--- src/rtl/e203_exu_fpu_fmis_sched_pkg.sv ---
// Shared definitions for the FPU sign-injection scheduler: op encodings,
// result-entry width and the sign-injection function.
package e203_exu_fpu_fmis_sched_pkg;

   localparam logic [1:0] FMIS_SGNJ  = 2'd0;
   localparam logic [1:0] FMIS_SGNJN = 2'd1;
   localparam logic [1:0] FMIS_SGNJX = 2'd2;
   localparam logic [1:0] FMIS_ILL   = 2'd3;

   // Entry layout, LSB first: wdat[31:0], itag, src, ill.
   function automatic int fmis_entry_w(input int itag_w);
      return 32 + itag_w + 2;
   endfunction

   function automatic logic [31:0] fmis_sgnj(input logic [31:0] rs1,
                                             input logic [31:0] rs2,
                                             input logic [1:0]  flag);
      logic sgn;
      case (flag)
         FMIS_SGNJ:  sgn = rs2[31];
         FMIS_SGNJN: sgn = ~rs2[31];
         FMIS_SGNJX: sgn = rs1[31] ^ rs2[31];
         default:    sgn = 1'b0;
      endcase
      return (flag == FMIS_ILL) ? 32'h0 : {sgn, rs1[30:0]};
   endfunction

endpackage

--- src/rtl/e203_exu_fpu_fmis_rr_arb.sv ---
// Two-way round-robin arbiter: a lone valid wins, a tie goes to prio, and prio
// flips to the other requester after every accepted grant.
module e203_exu_fpu_fmis_rr_arb (
   input  logic       clk,
   input  logic       rst,
   input  logic [1:0] valid,
   input  logic       space,
   output logic [1:0] grant,
   output logic       winner
);

   logic prio;
   logic accept;

   always_comb begin
      winner = prio;
      case (valid)
         2'b01:   winner = 1'b0;
         2'b10:   winner = 1'b1;
         default: winner = prio;
      endcase
   end

   assign grant  = {space & winner, space & ~winner};
   assign accept = |(grant & valid);

   always_ff @(posedge clk or posedge rst) begin
      if (rst) begin
         prio <= 1'b0;
      end else if (accept) begin
         prio <= ~winner;
      end
   end

endmodule

--- src/rtl/e203_exu_fpu_fmis_sched.sv ---
// Shares one FSGNJ/FSGNJN/FSGNJX datapath between two requesters and queues the
// results in a small FIFO toward FPU writeback.
module e203_exu_fpu_fmis_sched
   import e203_exu_fpu_fmis_sched_pkg::*;
#(
   parameter int DEPTH  = 2,
   parameter int ITAG_W = 3
) (
   input  logic              clk,
   input  logic              rst,
   input  logic              flush,
   input  logic              r0_valid,
   output logic              r0_ready,
   input  logic [31:0]       r0_rs1,
   input  logic [31:0]       r0_rs2,
   input  logic [1:0]        r0_flag,
   input  logic [ITAG_W-1:0] r0_itag,
   input  logic              r1_valid,
   output logic              r1_ready,
   input  logic [31:0]       r1_rs1,
   input  logic [31:0]       r1_rs2,
   input  logic [1:0]        r1_flag,
   input  logic [ITAG_W-1:0] r1_itag,
   output logic              o_valid,
   input  logic              o_ready,
   output logic [31:0]       o_wdat,
   output logic [ITAG_W-1:0] o_itag,
   output logic              o_src,
   output logic              o_ill,
   output logic              busy
);

   localparam int PW = $clog2(DEPTH);
   localparam int EW = fmis_entry_w(ITAG_W);
   localparam logic [PW:0]   DEPTH_C = (PW + 1)'(DEPTH);
   localparam logic [PW:0]   CNT_ONE = (PW + 1)'(1);
   localparam logic [PW-1:0] PTR_ONE = PW'(1);

   logic [EW-1:0]     mem [DEPTH];
   logic [PW:0]       count;
   logic [PW-1:0]     rd_ptr;
   logic [PW-1:0]     wr_ptr;
   logic              space;
   logic [1:0]        grant;
   logic              winner;
   logic              push;
   logic              pop;
   logic [31:0]       sel_rs1;
   logic [31:0]       sel_rs2;
   logic [1:0]        sel_flag;
   logic [ITAG_W-1:0] sel_itag;
   logic [EW-1:0]     push_ent;
   logic [EW-1:0]     head;

   // Handshake: an op transfers on rX_valid & rX_ready, a result on o_valid &
   // o_ready. ready never depends on o_ready, and is held low during flush/rst.
   assign space = (count < DEPTH_C) & ~flush & ~rst;

   e203_exu_fpu_fmis_rr_arb u_arb (
      .clk    (clk),
      .rst    (rst),
      .valid  ({r1_valid, r0_valid}),
      .space  (space),
      .grant  (grant),
      .winner (winner)
   );

   assign r0_ready = grant[0];
   assign r1_ready = grant[1];
   assign push     = |(grant & {r1_valid, r0_valid});

   assign sel_rs1  = winner ? r1_rs1  : r0_rs1;
   assign sel_rs2  = winner ? r1_rs2  : r0_rs2;
   assign sel_flag = winner ? r1_flag : r0_flag;
   assign sel_itag = winner ? r1_itag : r0_itag;
   assign push_ent = {sel_flag == FMIS_ILL, winner, sel_itag,
                      fmis_sgnj(sel_rs1, sel_rs2, sel_flag)};

   assign head    = mem[rd_ptr];
   assign o_valid = (count != '0);
   assign busy    = o_valid;
   assign pop     = o_valid & o_ready & ~flush;

   // Payload is forced to zero while empty so downstream never sees stale data.
   assign o_wdat = o_valid ? head[31:0]          : 32'h0;
   assign o_itag = o_valid ? head[32 +: ITAG_W]  : '0;
   assign o_src  = o_valid & head[32 + ITAG_W];
   assign o_ill  = o_valid & head[33 + ITAG_W];

   always_ff @(posedge clk) begin
      if (push) begin
         mem[wr_ptr] <= push_ent;
      end
   end

   always_ff @(posedge clk or posedge rst) begin
      if (rst) begin
         count  <= '0;
         rd_ptr <= '0;
         wr_ptr <= '0;
      end else if (flush) begin
         count  <= '0;
         rd_ptr <= '0;
         wr_ptr <= '0;
      end else begin
         if (push) wr_ptr <= wr_ptr + PTR_ONE;
         if (pop)  rd_ptr <= rd_ptr + PTR_ONE;
         case ({push, pop})
            2'b10:   count <= count + CNT_ONE;
            2'b01:   count <= count - CNT_ONE;
            default: count <= count;
         endcase
      end
   end

endmodule

--- config.mk ---
export PLATFORM = sky130hd
export DESIGN_NAME = e203_exu_fpu_fmis_sched
export DESIGN_NICKNAME = d
export VERILOG_FILES = /design/src/rtl/e203_exu_fpu_fmis_sched_pkg.sv /design/src/rtl/e203_exu_fpu_fmis_rr_arb.sv /design/src/rtl/e203_exu_fpu_fmis_sched.sv
export SDC_FILE = /design/constraint.sdc
export NUM_CORES = 1
export LEC_CHECK = 0
export ABC_AREA = 1
export BUFFER_PORTS_ARGS = -buffer_cell sky130_fd_sc_hd__buf_2
export CAP_MARGIN = 20
export CORE_AREA = 4 4 96 98
export DETAILED_ROUTE_END_ITERATION = 16
export DIE_AREA = 0 0 100 102
export PLACE_DENSITY = 0.78
export RECOVER_POWER = 25
export SLEW_MARGIN = 15
export SYNTH_ARGS = -nofsm -noshare
export SYNTH_HDL_FRONTEND = slang
export SYNTH_SLANG_ARGS = --single-unit
export TNS_END_PERCENT = 100
--- constraint.sdc ---
create_clock -name clk -period 3.25 [get_ports clk]
set_input_delay 0.65 -clock clk [delete_from_list [all_inputs] [get_ports clk]]
set_output_delay 0.65 -clock clk [all_outputs]
set_load 0.005 [all_outputs]
==> impl_metrics.env, run 1 <==
export IMPL_run_status="finished, final reports clean"
export IMPL_req_time_crit_path_ns=2.60
export IMPL_p_per_area_nw_per_um2=614
export IMPL_drcViolationCount=0
export IMPL_detail_route_vias_per_cell=4.91
export IMPL_met2_capacity_usage_during_global_routing_pct=31.3
export IMPL_timing_setup_tns_ns=0
export IMPL_path_max_fanout=17
export IMPL_grt_busiest_layer="met2"
export IMPL_grt_antenna_before_repair=0
export IMPL_overflow=0
export IMPL_h_tree_depth=3
export IMPL_die_height_um=102
export IMPL_ys_seq_area_share_pct=61.7
export IMPL_buffer_ports_inserted=122
export IMPL_die_area_um2=10200
export IMPL_ir_drop_v=0.000331
export IMPL_tightestPinTransition_ns=0.883
export IMPL_synth_cells=389
export IMPL_reg2regPathDepth=9
export IMPL_series_of_cell_instances_along_the_critical_path="clkbuf_1 -> inv_1 -> ha_1 -> inv_1 -> nand2_1 -> nand2_1 -> buf_4 -> nor2_1 -> buf_2"
export IMPL_grt_setup_unrepaired="false"
export IMPL_num_io_pins=185
export IMPL_fin_skew_ns=0.0137
export IMPL_via_count_of_the_first_global_routing_pass=3020
export IMPL_cts_sinks=79
export IMPL_synth_seq_cells=79
export IMPL_globalRouteMet1Util_pct=20.5
export IMPL_route_antenna_remaining_nets=0
export IMPL_synth_top_area_cell="sky130_fd_sc_hd__edfxtp_1"
export IMPL_detail_route_iter0_violations=115
export IMPL_netlist_area_um2=3800
export IMPL_max_cap_violations=0
export IMPL_post_cts_resized=0
export IMPL_timing_critical_path_from_type="primary input"
export IMPL_yosysWarningCount=0
export IMPL_worstSetupStartpoint="r0_valid"
export IMPL_hold_buffers=0
export IMPL_tritoncts_num_buffers=9
export IMPL_cell_with_the_largest_stage_delay_on_the_worst_path="sky130_fd_sc_hd__ha_1"
export IMPL_initial_utilization_pct=44.9
export IMPL_endpoint="r1_ready"
export IMPL_route_vias_total=3061
export IMPL_worst_setup_path_type="in -> out"
export IMPL_cts_root_to_sink_buffers=2
export IMPL_tritoncts_clock_tree="yes"
export IMPL_grt_pass1_wl_mm=13.9
export IMPL_critPathCaptureType="primary output"
export IMPL_layout_commonest_cell="sky130_fd_sc_hd__nand2_1"
export IMPL_avgRoutedWirePerCell_um=13.8
export IMPL_fp_row_count=34
export IMPL_reg2reg_slack_ns=1.24
export IMPL_syn_num_nets=534
export IMPL_hold_viol_final=0
export IMPL_arrival_ns=1.91
export IMPL_routabilityCongestion=0.797
export IMPL_die_x_um=100
export IMPL_clkTransAtPathRegs_ns=0.07
export IMPL_power_leakage_nw=2.02
export IMPL_syn_to_final_growth_pct=21.6
export IMPL_num_antenna_cells=0
export IMPL_layout_drive_gt1_share_pct=31.7
export IMPL_slowest_delay_ns=0.33
export IMPL_clock_insertion_delay_at_the_later_pin_of_the_skew_report_ns=0.35
export IMPL_hold_path_class="in -> async"
export IMPL_cts_setup_buffers=0
export IMPL_postSynthAreaPerCell_um2=9.78
export IMPL_power_consumption_mw=2.84
export IMPL_setup_violations_final=0
export IMPL_layout_cells_most_common_list="sky130_fd_sc_hd__nand2_1 (171), sky130_fd_sc_hd__buf_2 (120), sky130_fd_sc_hd__edfxtp_1 (74), sky130_fd_sc_hd__a21oi_1 (67), sky130_fd_sc_hd__inv_1 (14)"
export IMPL_fmax_ghz=0.391
export IMPL_wl_mm=8.62
export IMPL_synth_top_area_share_pct=58.4
export IMPL_core_area_um2=8470
export IMPL_post_synth_num_cell_types=24
export IMPL_layout_worst_path_cycle_share_pct=78.7
export IMPL_drt_pass_1_iters=4
export IMPL_r2r_end="count[1]"
export IMPL_cts_root_buffer="sky130_fd_sc_hd__clkbuf_8"
export IMPL_grt_met3_usage_pct=3.96
export IMPL_global_route_usage_total_pct=17.5
export IMPL_largest_net_degree_at_the_start_of_global_routing=39
export IMPL_num_nets_final=655
export IMPL_worstReg2RegStart="count[1]"
export IMPL_max_slew_margin_pct=41.2
export IMPL_post_route_worst_setup_slack_ns=0.692
export IMPL_filler_cell_count=772
export IMPL_post_route_min_period_ns=2.56
export IMPL_place_worst_setup_slack_ns=0.636
export IMPL_maxSlewViolCount=0
export IMPL_detailedPlacementHpwl_mm=6.02
export IMPL_synthTopCellsByArea="sky130_fd_sc_hd__edfxtp_1 (58%), sky130_fd_sc_hd__nand2_1 (17%), sky130_fd_sc_hd__a21oi_1 (7.4%)"
-- power by group --
part	leakage, nW	internal, mW	switching (mW)	total [mW]
Sequential	0.745	1.26	0.0282	1.29
Clock	0.0812	0.276	0.351	0.627
Combinational	1.19	0.317	0.607	0.923
Total	2.02	1.85	0.986	2.84
-- layer usage --
layer / vias up / routed length, µm
met5: - / 0
met2: 95 / 4470
met1: 1418 / 3550
li1: 1535 / -
met3: 13 / 458
met4: 0 / 143
-- worst min path at each step --
stage	start	depth (start not counted)	endpoint	slack, ns
finish	rst	2	u_arb.prio	0.25
global route	rst	2	u_arb.prio	0.24
CTS	rst	2	u_arb.prio	0.23
detailed placement	u_arb.prio	2	u_arb.prio	0.56
global placement	u_arb.prio	2	u_arb.prio	0.55
floorplan	rst	1	count[0]	0.43
-- synth_stat cells --
| cell | number |
|---|---|
| sky130_fd_sc_hd__a21oi_1 | 56 |
| sky130_fd_sc_hd__a21oi_2 | 13 |
| sky130_fd_sc_hd__buf_2 | 16 |
| sky130_fd_sc_hd__buf_4 | 2 |
| sky130_fd_sc_hd__buf_6 | 4 |
| sky130_fd_sc_hd__clkbuf_1 | 2 |
| sky130_fd_sc_hd__dfrtp_1 | 5 |
| sky130_fd_sc_hd__edfxtp_1 | 74 |
| sky130_fd_sc_hd__ha_1 | 1 |
| sky130_fd_sc_hd__inv_1 | 13 |
| sky130_fd_sc_hd__inv_2 | 3 |
| sky130_fd_sc_hd__nand2_1 | 169 |
| sky130_fd_sc_hd__nand2_2 | 4 |
| sky130_fd_sc_hd__nand2_4 | 1 |
| sky130_fd_sc_hd__nand3_1 | 1 |
| sky130_fd_sc_hd__nand3_2 | 3 |
| sky130_fd_sc_hd__nand3_4 | 1 |
| sky130_fd_sc_hd__nand4_1 | 3 |
| sky130_fd_sc_hd__nor2_1 | 9 |
| sky130_fd_sc_hd__nor2_2 | 1 |
| sky130_fd_sc_hd__nor2_4 | 2 |
| sky130_fd_sc_hd__nor3_1 | 3 |
| sky130_fd_sc_hd__o21ai_0 | 1 |
| sky130_fd_sc_hd__o21ai_2 | 2 |
-- logic make-up (layout without fill, tap and decap cells) --
| family | count (synthesis) | in the layout | synth area share [%] |
|---|---|---|---|
| AO/OA/AOI/OAI | 72 | 72 | 11.0 |
| flip-flops | 79 | 79 | 61.7 |
| AND/OR/NAND/NOR | 197 | 197 | 21.5 |
| adder cells (fa/ha/maj) | 1 | 1 | 0.329 |
| buffers and inverters | 40 | 166 | 5.46 |
-- final cells by class --
class	count	area [µm²]	share of cell area (%)
multi-input cells	270	1220	26.3
inverters	16	60.1	1.30
flip-flops and latches	79	2350	50.7
repair buffers	134	691	14.9
well taps	108	135	2.92
clock inverters	7	50.0	1.08
clock buffers	9	124	2.68
-- registers in the layout, summed over array words and instances, names as in the netlist --
signal	flops
count	2
mem	74
rd_ptr	1
u_arb.prio	1
wr_ptr	1
-- worst max-delay path: cells and delay by family --
family	cells	cell delay (ns)
buf+inv	5	0.67
fa+ha+maj	1	0.33
simple gates	3	0.25
-- metrics by stage --
step / hold WS [ns] / util [%] / instance area (µm²) / instances
floorplan: 0.429 / - / 3810 / 389
global placement: 0.552 / 53.3 / 4510 / 607
detailed placement: 0.558 / 53.3 / 4510 / 607
CTS: 0.229 / 55.4 / 4690 / 623
global route: 0.238 / 54.6 / 4630 / 623
finish: 0.252 / 54.6 / 4630 / 623
Note: power is estimated with default switching activity, not from simulation.
==> run 2: changes to the inputs <==
clock period = 2.4 ns   (was 3.25 ns; I/O delays follow)
==> run 2 against run 1 <==
  * Register-to-register slack lost 0.69 ns
  * Sequential power up 36%
  * Via count increased by 0.59%
  * Clock power is 82% higher
  * Global-route usage down 0.81 points
  * Critical endpoint unchanged
==> impl_metrics.env, run 2 (same netlist as run 1, synthesis figures left out) <==
export IMPL_largest_registers="mem x74, count x2"
export IMPL_grt_setup_unrepaired="false"
export IMPL_maxSlewViolCount=0
export IMPL_hold_viol_final=0
export IMPL_cell_with_the_largest_stage_delay_on_the_worst_path="sky130_fd_sc_hd__buf_4"
export IMPL_detail_route_iter0_violations=99
export IMPL_layout_worst_path_cycle_share_pct=94.4
export IMPL_critPathCaptureType="primary output"
export IMPL_tritoncts_clock_tree="yes"
export IMPL_clock_insertion_delay_at_the_later_pin_of_the_skew_report_ns=0.34
export IMPL_syn_to_final_growth_pct=24.5
export IMPL_buffer_ports_inserted=122
export IMPL_max_slew_margin_pct=67.2
export IMPL_power_leakage_nw=2.08
export IMPL_h_tree_depth=3
export IMPL_grt_pass1_wl_mm=13.3
export IMPL_cts_root_buffer="sky130_fd_sc_hd__clkbuf_8"
export IMPL_largest_register_ffs=74
export IMPL_run_status="finished, final reports clean"
export IMPL_cts_sinks=79
export IMPL_max_cap_violations=0
export IMPL_drt_pass_1_iters=4
export IMPL_hold_path_class="in -> async"
export IMPL_tightestPinTransition_ns=0.486
export IMPL_route_antenna_remaining_nets=0
export IMPL_detailedPlacementHpwl_mm=5.82
export IMPL_cts_root_to_sink_buffers=2
export IMPL_arrival_ns=1.79
export IMPL_p_per_area_nw_per_um2=878
export IMPL_overflow=0
export IMPL_timing_setup_tns_ns=0
export IMPL_hold_slack_ns=0.0737
export IMPL_die_x_um=100
export IMPL_setup_violations_final=0
export IMPL_hold_buffers=0
export IMPL_num_nets_final=657
export IMPL_num_antenna_cells=0
export IMPL_global_route_usage_total_pct=16.6
export IMPL_fin_skew_ns=0.00425
export IMPL_drcViolationCount=0
export IMPL_core_area_um2=8470
export IMPL_layout_commonest_cell="sky130_fd_sc_hd__nand2_1"
export IMPL_num_io_pins=185
export IMPL_path_max_fanout=37
export IMPL_routabilityCongestion=0.757
export IMPL_slowest_delay_ns=0.37
export IMPL_tritoncts_num_buffers=9
export IMPL_clkTransAtPathRegs_ns=0.07
export IMPL_die_area_um2=10200
export IMPL_initial_utilization_pct=44.9
export IMPL_via_count_of_the_first_global_routing_pass=2951
export IMPL_cts_setup_buffers=0
export IMPL_avgRoutedWirePerCell_um=13.5
export IMPL_die_height_um=102
export IMPL_largest_net_degree_at_the_start_of_global_routing=38
export IMPL_req_time_crit_path_ns=1.92
export IMPL_detail_route_vias_per_cell=4.93
export IMPL_filler_cell_count=747
export IMPL_max_flop_register="mem"
export IMPL_fmax_ghz=0.441
export IMPL_fp_row_count=34
export IMPL_timing_critical_path_from_type="primary input"
export IMPL_wl_mm=8.45
export IMPL_worst_setup_path_type="in -> out"
export IMPL_layout_drive_gt1_share_pct=32.1
export IMPL_ir_drop_v=0.000394
export IMPL_series_of_cell_instances_along_the_critical_path="buf_2 -> inv_1 -> ha_1 -> inv_1 -> nand2_1 -> nand2_1 -> buf_4 -> nor2_1 -> buf_2"
export IMPL_post_cts_resized=0
export IMPL_grt_antenna_before_repair=0
export IMPL_post_route_min_period_ns=2.27
export IMPL_route_vias_total=3079
export IMPL_layout_cells_most_common_list="sky130_fd_sc_hd__nand2_1 (171), sky130_fd_sc_hd__buf_2 (121), sky130_fd_sc_hd__edfxtp_1 (74), sky130_fd_sc_hd__a21oi_1 (69), sky130_fd_sc_hd__inv_1 (13)"
==> run 2: cell types whose count changed in the layout (fill, tap and decap cells not counted), sizes merged <==
cell | previous run | this run
clkinv | 4 | 3
clkinvlp | 3 | 0
bufinv | 0 | 3
buf | 130 | 133
==> run 2: area by class of cell <==
cell class / count / area [µm²] / area share (%)
Inverter: 16 / 60.1 / 1.27
Multi-Input combinational cell: 270 / 1210 / 25.6
Tap cell: 108 / 135 / 2.85
Clock buffer: 10 / 128 / 2.69
Sequential cell: 79 / 2350 / 49.6
Timing Repair Buffer: 136 / 747 / 15.8
Clock inverter: 6 / 109 / 2.30
==> run 2: critical path: cells and delay by family <==
kind	cells	cell delay [ns]
adder cells (fa/ha/maj)	1	0.31
buffers and inverters	5	0.75
AND/OR/NAND/NOR	3	0.24
==> run 2: power by group <==
part | internal [mW] | total [mW] | leakage [nW] | switching (mW)
logic | 0.458 | 1.28 | 1.22 | 0.818
registers | 1.71 | 1.75 | 0.745 | 0.0408
clock network | 0.689 | 1.14 | 0.120 | 0.448
total | 2.85 | 4.16 | 2.08 | 1.31
==> run 2: path summary, 6_finish.rpt <==
check / from / to / slack (ns) / cells past startpoint
max reg2reg: u_arb.prio / mem[1][23] / 0.55 / 6
min reg2reg: u_arb.prio / u_arb.prio / 0.58 / 2
min in group clk: flush / wr_ptr / 0.41 / 2
max in group asynchronous: rst / rd_ptr / 2.15 / 2
min: rst / count[1] / 0.07 / 2
max: r0_valid / r1_ready / 0.13 / 9
==> run 2: stage by stage <==
stage | util [%] | std cells | worst slack [ns] | power [mW] | instance area [µm²]
CTS | 56.9 | 625 | 0.0938 | 4.26 | 4810
global route | 56.0 | 625 | 0.0220 | 4.41 | 4740
finish | 56.0 | 625 | 0.135 | 4.16 | 4740
floorplan | - | 389 | 0.111 | 2.64 | 3820
detailed placement | 54.1 | 609 | 0.0939 | 3.13 | 4580
global placement | 54.1 | 609 | 0.139 | 3.09 | 4580
==> run 2: layer usage <==
metal  GRT usage, %  part of all wire [%]  vias to the layer above
met5              0                     0                        -
met2           30.5                    51                      103
met3           3.41                   6.4                       14
met1           19.2                    41                     1419
met4           6.53                   1.7                        0
li1               -                     -                     1543
==> run 3: changes to the inputs <==
CORE_AREA = 4 4 93 95   (was 4 4 96 98)
CTS_BUF_LIST = sky130_fd_sc_hd__clkbuf_8   (was unset)
DIE_AREA = 0 0 97 99   (was 0 0 100 102)
PLACE_DENSITY = 0.83   (was 0.78)
clock period = 2.7 ns   (was 2.4 ns; I/O delays follow)
==> run 3 against run 2 <==
  * Flip-flop and latch count stayed put
  * Sequential power down 11%
  * Clock-buffer cell count fell by 1
  * Global-route usage rose by 0.97 points
  * Routed wire length is 0.45% higher
  * Core utilization increased by 4.6 points
  * Non-clock buffer count decreased by 2
  * Die area shrank 5.9%
  * Critical path depth unchanged
  * Largest power group unchanged
==> impl_metrics.env, run 3 (same netlist as run 1, synthesis figures left out) <==
export IMPL_reg2reg_slack_ns=0.65
export IMPL_num_nets_final=655
export IMPL_hold_viol_final=0
export IMPL_overflow=0
export IMPL_cts_sinks=79
export IMPL_worstReg2RegStart="count[1]"
export IMPL_wl_mm=8.49
export IMPL_critPathCaptureType="primary output"
export IMPL_worst_setup_path_type="in -> out"
export IMPL_route_antenna_remaining_nets=0
export IMPL_worstSetupStartpoint="r0_valid"
export IMPL_clkPwrFrac_pct=23.2
export IMPL_instances_no_fill=617
export IMPL_layout_commonest_cell="sky130_fd_sc_hd__nand2_1"
export IMPL_layout_drive_gt1_share_pct=33.4
export IMPL_clock_insertion_delay_at_the_later_pin_of_the_skew_report_ns=0.33
export IMPL_post_route_min_period_ns=2.42
export IMPL_num_antenna_cells=0
export IMPL_routabilityCongestion=0.755
export IMPL_detailedPlacementHpwl_mm=5.95
export IMPL_via_count_of_the_first_global_routing_pass=2951
export IMPL_hold_slack_ns=0.143
export IMPL_utilization_pct=60.5
export IMPL_tritoncts_clock_tree="yes"
export IMPL_power_leakage_nw=2.04
export IMPL_timing_setup_tns_ns=0
export IMPL_ir_drop_v=0.000426
export IMPL_max_flop_register="mem"
export IMPL_largest_registers="mem x74, count x2"
export IMPL_max_cap_violations=0
export IMPL_power_switching_fraction_pct=33.3
export IMPL_core_area_um2=7730
export IMPL_drt_pass_1_iters=4
export IMPL_detail_route_vias_per_cell=4.86
export IMPL_switching_power_mw=1.17
export IMPL_fmax_ghz=0.412
export IMPL_run_status="finished, final reports clean"
export IMPL_detail_route_iter0_violations=82
export IMPL_req_time_crit_path_ns=2.16
export IMPL_path_max_fanout=37
export IMPL_fin_skew_ns=0.00690
export IMPL_buffer_ports_inserted=122
export IMPL_placed_cells=601
export IMPL_cts_root_to_sink_buffers=2
export IMPL_post_cts_resized=0
export IMPL_tritoncts_num_buffers=9
export IMPL_initial_utilization_pct=49.2
export IMPL_hold_path_class="in -> async"
export IMPL_power_consumption_mw=3.53
export IMPL_r2r_end="mem[1][18]"
export IMPL_clkTransAtPathRegs_ns=0.08
export IMPL_endpoint="r1_ready"
export IMPL_share_seq_of_total_power_pct=44.3
export IMPL_reg2regPathDepth=8
export IMPL_drcViolationCount=0
export IMPL_filler_cell_count=643
export IMPL_maxSlewViolCount=0
export IMPL_pwr_share_comb_pct=32.5
export IMPL_fp_row_count=32
export IMPL_largest_net_degree_at_the_start_of_global_routing=38
export IMPL_die_x_um=97
export IMPL_timing_critical_path_from_type="primary input"
export IMPL_largest_register_ffs=74
export IMPL_h_tree_depth=3
export IMPL_avgRoutedWirePerCell_um=13.8
export IMPL_max_slew_margin_pct=41.5
export IMPL_setup_violations_final=0
export IMPL_die_area_um2=9600
export IMPL_tightestPinTransition_ns=0.878
export IMPL_cts_setup_buffers=0
export IMPL_cellInternalPower_mw=2.35
export IMPL_grt_setup_unrepaired="false"
export IMPL_die_height_um=99
export IMPL_route_vias_total=3000
export IMPL_num_io_pins=185
export IMPL_grt_antenna_before_repair=0
export IMPL_arrival_ns=1.88
export IMPL_cts_root_buffer="sky130_fd_sc_hd__clkbuf_8"
export IMPL_syn_to_final_growth_pct=23.0
export IMPL_layout_worst_path_cycle_share_pct=89.8
export IMPL_hold_buffers=0
export IMPL_grt_pass1_wl_mm=13.5
export IMPL_global_route_usage_total_pct=17.6
export IMPL_layout_cells_most_common_list="sky130_fd_sc_hd__nand2_1 (172), sky130_fd_sc_hd__buf_2 (121), sky130_fd_sc_hd__edfxtp_1 (74), sky130_fd_sc_hd__a21oi_1 (56), sky130_fd_sc_hd__inv_1 (14)"
export IMPL_p_per_area_nw_per_um2=754
run 3: worst min path at each step:
stage               start          to  cells after the start
floorplan             rst    count[0]                      1
global placement      rst  u_arb.prio                      2
detailed placement    rst  u_arb.prio                      2
CTS                   rst  u_arb.prio                      2
global route          rst  u_arb.prio                      2
finish                rst  u_arb.prio                      2
run 3: area by class of cell:
type	count	area, µm²	share of cell area [%]
clock inverters	7	63.8	1.36
clock buffers	9	124	2.65
multi-input cells	270	1240	26.6
inverters	16	60.1	1.28
flip-flops and latches	79	2350	50.2
repair buffers	134	712	15.2
well taps	102	128	2.73
run 3: power by group through the flow:
stage / logic (mW) / clock network [mW] / registers (mW)
floorplan: 0.777 / 0 / 1.57
global placement: 1.14 / 0 / 1.59
detailed placement: 1.18 / 0 / 1.59
CTS: 1.18 / 0.834 / 1.56
global route: 1.29 / 0.887 / 1.57
finish: 1.14 / 0.819 / 1.56
run 3: stage by stage:
| step | cell area, µm² | setup WS [ns] |
|---|---|---|
| floorplan | 3820 | 0.351 |
| global placement | 4540 | 0.327 |
| detailed placement | 4540 | 0.249 |
| CTS | 4730 | 0.245 |
| global route | 4680 | 0.130 |
| finish | 4680 | 0.275 |
run 3: metal layers:
| metal | up-vias | track usage (%) | routed length [µm] |
|---|---|---|---|
| met2 | 79 | 31.9 | 4530 |
| met4 | 0 | 6.48 | 52 |
| met3 | 4 | 3.54 | 413 |
| met5 | - | 0 | 0 |
| li1 | 1540 | - | - |
| met1 | 1377 | 20.7 | 3500 |
run 3: critical path, stage by stage:
cell and delay, ns:
sky130_fd_sc_hd__buf_2 0.11, sky130_fd_sc_hd__inv_1 0.04, sky130_fd_sc_hd__ha_1 0.32, sky130_fd_sc_hd__inv_1 0.09, sky130_fd_sc_hd__nand2_1 0.05, sky130_fd_sc_hd__nand2_1 0.11, sky130_fd_sc_hd__buf_4 0.38, sky130_fd_sc_hd__nor2_1 0.09
sky130_fd_sc_hd__buf_2 0.14
